$ cat config.mk
export PLATFORM = sky130hd
export DESIGN_NAME = branch_history_table
export DESIGN_NICKNAME = d
export VERILOG_FILES = /design/src/rtl/branch_history_table.sv
export SDC_FILE = /design/constraint.sdc
export NUM_CORES = 1
export LEC_CHECK = 0
export BUFFER_PORTS_ARGS = -buffer_cell sky130_fd_sc_hd__clkbuf_2
export CAP_MARGIN = 30
export CORE_MARGIN = 8
export CORE_UTILIZATION = 30
export DETAILED_ROUTE_END_ITERATION = 8
export PLACE_DENSITY_LB_ADDON = 0.25
export SYNTH_ARGS = -nofsm -noshare
export SYNTH_HDL_FRONTEND = slang
export SYNTH_SLANG_ARGS = --single-unit
$ cat constraint.sdc
create_clock -name clk -period 10.7 [get_ports clk]
set_clock_uncertainty 0.05 [all_clocks]
set_input_delay 0.535 -clock clk [delete_from_list [all_inputs] [get_ports clk]]
set_output_delay 0.535 -clock clk [all_outputs]
set_load 0.03 [all_outputs]
$ cat src/rtl/branch_history_table.sv
// Gshare direction predictor: PC xor global history indexes 2-bit saturating
// counters; resolved branches train the counters and repair speculative history.
module branch_history_table #(
  parameter int unsigned INDEX_WIDTH = 6,
  parameter int unsigned GHR_WIDTH   = 6,
  parameter int unsigned PC_WIDTH    = 32,
  parameter logic [1:0]  INIT_STATE  = 2'b01
) (
  input  logic                 clk,
  input  logic                 rst,
  input  logic                 pred_valid,
  input  logic [PC_WIDTH-1:0]  pred_pc,
  output logic                 pred_taken,
  output logic [GHR_WIDTH-1:0] pred_ghr,
  input  logic                 upd_valid,
  input  logic [PC_WIDTH-1:0]  upd_pc,
  input  logic [GHR_WIDTH-1:0] upd_ghr,
  input  logic                 upd_pred,
  input  logic                 upd_taken,
  output logic                 mispredict,
  output logic [GHR_WIDTH-1:0] ghr
);

  localparam int unsigned ENTRIES = 1 << INDEX_WIDTH;

  logic [1:0]             cnt_q [ENTRIES];
  logic [GHR_WIDTH-1:0]   ghr_q, ghr_d;
  logic                   mispredict_q, mispredict_d;
  logic [INDEX_WIDTH-1:0] pred_idx, upd_idx;
  logic [1:0]             upd_cnt, upd_cnt_d;

  // PC bits below the word offset and above the index never reach the table.
  logic unused_pc_bits;
  assign unused_pc_bits = ^{pred_pc[PC_WIDTH-1:INDEX_WIDTH+2], pred_pc[1:0],
                            upd_pc[PC_WIDTH-1:INDEX_WIDTH+2], upd_pc[1:0]};

  assign pred_idx = pred_pc[INDEX_WIDTH+1:2] ^ INDEX_WIDTH'(ghr_q);
  assign upd_idx  = upd_pc[INDEX_WIDTH+1:2] ^ INDEX_WIDTH'(upd_ghr);

  // Prediction reads the pre-update counter; no same-cycle bypass.
  assign pred_taken = cnt_q[pred_idx][1];
  assign pred_ghr   = ghr_q;
  assign ghr        = ghr_q;
  assign mispredict = mispredict_q;

  // Saturating train of the resolved entry.
  always_comb begin
    upd_cnt   = cnt_q[upd_idx];
    upd_cnt_d = upd_cnt;
    if (upd_taken) begin
      if (upd_cnt != 2'b11) upd_cnt_d = upd_cnt + 2'd1;
    end else begin
      if (upd_cnt != 2'b00) upd_cnt_d = upd_cnt - 2'd1;
    end
  end

  // Repair from the resolved snapshot outranks a speculative shift.
  always_comb begin
    ghr_d        = ghr_q;
    mispredict_d = upd_valid && (upd_pred != upd_taken);
    if (mispredict_d) begin
      ghr_d = GHR_WIDTH'({upd_ghr, upd_taken});
    end else if (pred_valid) begin
      ghr_d = GHR_WIDTH'({ghr_q, pred_taken});
    end
  end

  always_ff @(posedge clk or posedge rst) begin
    if (rst) begin
      for (int unsigned i = 0; i < ENTRIES; i++) begin
        cnt_q[i] <= INIT_STATE;
      end
    end else if (upd_valid) begin
      cnt_q[upd_idx] <= upd_cnt_d;
    end
  end

  always_ff @(posedge clk or posedge rst) begin
    if (rst) begin
      ghr_q        <= '0;
      mispredict_q <= 1'b0;
    end else begin
      ghr_q        <= ghr_d;
      mispredict_q <= mispredict_d;
    end
  end

endmodule

======== Yosys cells after proc, flatten, opt, wreduce, memory -nomap -nowiden ========
Cells that the tools add are included.
word-level totals
  output and inout port bits .............. 14
  bits of input ports ..................... 76
  register bits ........................... 135
operators by class
  $add $sub $neg .......................... 2
  bitwise logic cells ..................... 4
  equality and inequality tests ........... 2
  magnitude comparators ................... 3
  reductions and logical operators ........ 4
  mux-type cells .......................... 14
operators with widths
  kind                                                                           number
  128-bit bitwise mux                                                            1
  2-bit binary-select mux with 6-bit select                                      2
  2-bit 2-to-1 mux                                                               8
  7-bit greater-or-equal comparator (second input constant)                      2
  6-bit NOT with 7-bit output                                                    2
  2-bit demux with 6-bit select                                                  1
  6-bit 2-to-1 mux                                                               2
  6-bit XOR                                                                      2
  7-bit by 1-bit less-than comparator with 1-bit output (second input constant)  1
  2-bit nonzero test                                                             2
  2-bit by 1-bit adder with 2-bit output (second input constant)                 1
  1-bit logical AND                                                              2
  2-bit inequality test (second input constant)                                  1
  2-bit by 1-bit subtractor with 2-bit output (second input constant)            1
  1-bit inequality test                                                          1

======== Longest topological paths before layout ========
  depth in word-level cells ............... 9
  depth in mapped cells ................... 13

======== Least setup slack after synthesis ========
No wires, ideal clock.
  path type ............................... register -> output
  from .................................... register ghr_q[0] (netlist: ghr[0])
  to ...................................... output port pred_taken
  arrival time ............................ 2.919 ns
  path slack .............................. 7.196 ns
  stages on the path, launching flop included .. 7
  data required time ...................... 10.115 ns
  cells stage by stage .................... dfrtp_1 > xnor2_1 > buf_4 > mux4_2 > mux4_2 > a211oi_1 > a21oi_1
on the way
  longest elaborated chain between the ends .. 5
RTL lines
  element                                               line  text
  start: declaration                                    27    logic [GHR_WIDTH-1:0] ghr_q, ghr_d;
  start signal: assignment                              83    ghr_q <= ghr_d;
  6-bit XOR                                             37    assign pred_idx = pred_pc[INDEX_WIDTH+1:2] ^ INDEX_WIDTH'(ghr_q);
  6-bit NOT with 7-bit output (not written as such)     41    assign pred_taken = cnt_q[pred_idx][1];
  2-bit binary-select mux with 6-bit select             41
  2-bit 2-to-1 mux (not written as such) (2 in series)  41
  end: declaration                                      13    output logic pred_taken,
Every way passes these cells. The select of a mux whose other input is x is not followed.

======== Final worst setup path ========
Same ends and word-level chain as after synthesis.

==> flow_metrics.tcl <==
set metrics [dict create \
    seq_area_sq_um 3460 \
    syn_area_sq_um 7560 \
    rsz0062_at_grt "false" \
    setup.worst_path.start_class "flip-flop" \
    path_class "flip-flop to output port" \
    p_sw_frac 0.348 \
    antenna_cells 0 \
    dp_hpwl_mm 14.1 \
    fmax_mhz 268 \
    async_flop_share 1.00 \
    clock-root-buffer "clkbuf_16" \
    syn_inst 817 \
    clkSlewWorstSetupHoldPaths_ns 0.06 \
    antenna_found_initial 0 \
    dieArea_sq_um 30500 \
    syn_to_final_growth_pct 14.1 \
    hold_buffers 0 \
    clkPwrFrac 0.288 \
    hp-class "input port to asynchronous set/reset pin" \
    p_per_area_nw_per_um2 227 \
    row_count 58 \
    grt_remaining_overflow 0 \
    yosys-top-cells-count "178 x nand2_1, 157 x nor2_1, 71 x dfrtp_1, 64 x dfstp_2, 60 x o21ai_0" \
    yosys.area_share.xor_xnor 0.0253 \
    first_iter_violations 435 \
    ys_ff_latch 135 \
    die_x_um 175 \
    status "finished clean" \
    h-tree-depth 4 \
    synth.yosys.seq_area_share 0.457 \
    post-synth-top-count-cell "nand2_1" \
    die-height_um 175 \
    worst_pin_slew_ns 0.985 \
    synth_top_area_frac 0.235 \
    wl_per_cell_um 19.0 \
    muxShareOfSynthArea 0.115 \
    clock_path_buffers 2 \
    cts_resized 0 \
    cts_made_buffers 17 \
    gp_congestion 0.775 \
    p_switching_uw 680 \
    power_leakage_uw 0.00328 \
    pwr-share-seq 0.422 \
    start_util 0.303 \
    synthFlopType "dfrtp_1" \
    cts_tree "yes" \
    io_pins 90 \
    clkSinkCount 135 \
    crit_arrival_ns 3.14 \
    finalSetupTns_ns 0 \
    min_period_ns 3.73 \
    core_sq_um 25000 \
    grt_max_degree 90 \
    avgViaCountPerCell 5.09 \
    grt.total_usage 0.151 \
    fillCellCount 2560 \
    synth_top_cell_by_area "dfrtp_1" \
    insertion_delay_ns 0.43 \
    syn-num-nets 893 \
    drive_above_1_share 0.265 \
    internal_power_uw 1270 \
    slew_violations 0 \
    synth_compound_area_frac 0.161 \
    synth_top_family_by_area "simple AND/OR/NAND/NOR gates" \
    whs_ns 0.235 \
    vias 6051 \
    synth_edf_count 0 \
    grt_pass1_vias 6005 \
    ant_nets 0 \
    post-cts-setup-buffers 0 \
    drv_cap 0 \
    cp.required_ns 10.12 \
    slew_headroom 0.341 \
    nets 922 \
    ys_warn_count 0 \
    postRouteWirelength_mm 22.6 \
    synthTopCellsByArea "dfrtp_1 23%, dfstp_2 22%, nand2_1 8.8%" \
    setup_viol 0 \
    post-route-drc-count 0 \
    grt_pass1_wl_mm 36.1 \
    portBuffers 37 \
    synthSimpleGateAreaFrac 0.199 \
    cp-end-kind "output port" \
    first_pass_iters 5 \
    finalPower_uw 1950 \
    synth.distinct_cells 46 \
    multi_input_area_sq_um 3860 \
    syn_area_per_cell_sq_um 9.25 \
    final.period_utilization 0.349 \
    path_max_fanout 16 \
    synthAdderAreaFrac 0.00298 \
    hold_viol_final 0 \
    combPwrFrac 0.290 \
    ir_drop_uv 111 \
]
[state kept, by name, indices dropped and copies added, names as in the netlist]
register,count
cnt_q,128
ghr,6
mispredict,1
[worst paths after layout]
path | start | to | slack, ns | cells past startpoint
min in group clk | upd_ghr[3] | ghr[4] | 0.34 | 3
setup / recovery | ghr[0] | pred_taken | 6.97 | 8
setup reg to reg | cnt_q[94] | cnt_q[46] | 7.72 | 8
max in group asynchronous | rst | cnt_q[97] | 9.17 | 3
hold / removal | rst | cnt_q[85] | 0.23 | 2
hold reg to reg | cnt_q[11] | cnt_q[11] | 0.45 | 2
[worst max-delay path, stage by stage (launching register included)]
cell	delay, ns
dfrtp_1	0.44
xnor2_2	0.16
buf_4	0.34
mux4_2	0.56
mux4_2	0.54
nor2b_1	0.16
a211oi_1	0.22
a21oi_1	0.09
clkbuf_2	0.20
[per-layer routing]
layer / vias to the layer above / track usage / routed length, um
met5: - / 0 / 0
met4: 0 / 0.0470 / 442
met2: 150 / 0.237 / 10700
met3: 33 / 0.0311 / 1050
met1: 2951 / 0.205 / 10400
li1: 2917 / - / -
[power groups by stage]
stage / Clock [uW] / Sequential (uW) / Combinational, uW
finish: 563 / 826 / 566
detailed placement: 0 / 832 / 571
global route: 594 / 847 / 624
global placement: 0 / 828 / 558
CTS: 573 / 825 / 573
floorplan: 0 / 811 / 443
[metrics by stage]
step	util	setup slack (ns)	std cells	cell area [sq um]
4_1_cts	0.346	6.93	1189	8630
3_5_place_dp	0.323	6.68	1157	8070
5_1_grt	0.346	6.84	1189	8630
6_report	0.346	6.97	1189	8630
2_1_floorplan	-	6.61	817	7560
3_3_place_gp	0.322	6.41	1154	8040
[layout make-up]
cell class / count / share of cell area
Multi-Input combinational cell: 636 / 0.448
Sequential cell: 135 / 0.401
Clock buffer: 19 / 0.0538
Tap cell: 330 / 0.0478
Timing Repair Buffer: 53 / 0.0368
Clock inverter: 13 / 0.0110
Inverter: 3 / 0.00188
[logic make-up (layout without fill, tap and decap cells)]
| kind of cell | count (synthesis) | count (layout) |
|---|---|---|
| xor+xnor | 18 | 18 |
| simple gates | 379 | 379 |
| compound gates | 187 | 187 |
| mux | 50 | 50 |
| flops | 135 | 135 |
| fa+ha+maj | 2 | 2 |
| buf+inv | 46 | 88 |
[layout by cell type (no fill, tap or decap), types with 3 or more instances in the layout]
master,Yosys,final
nand2_1,178,178
nor2_1,157,157
dfrtp_1,71,71
dfstp_2,64,64
o21ai_0,60,60
a21oi_1,53,53
clkbuf_2,1,37
mux4_2,28,28
clkbuf_16,0,18
nor3_1,19,17
buf_4,8,15
mux2_2,12,12
a21oi_2,12,12
nand3_1,11,11
a221oi_1,10,10
mux2i_1,10,10
o21ai_1,10,10
a21oi_4,10,10
a311oi_1,8,8
o22ai_1,7,7
a22oi_1,6,6
xor2_1,7,5
xnor2_1,8,5
nor3_2,2,4
a31oi_1,4,4
clkinv_4,0,4
xor2_2,2,3
xnor2_2,0,3
and3_1,3,3
inv_6,0,3
clkinv_2,0,3
Power figures use the tool's default switching activity.
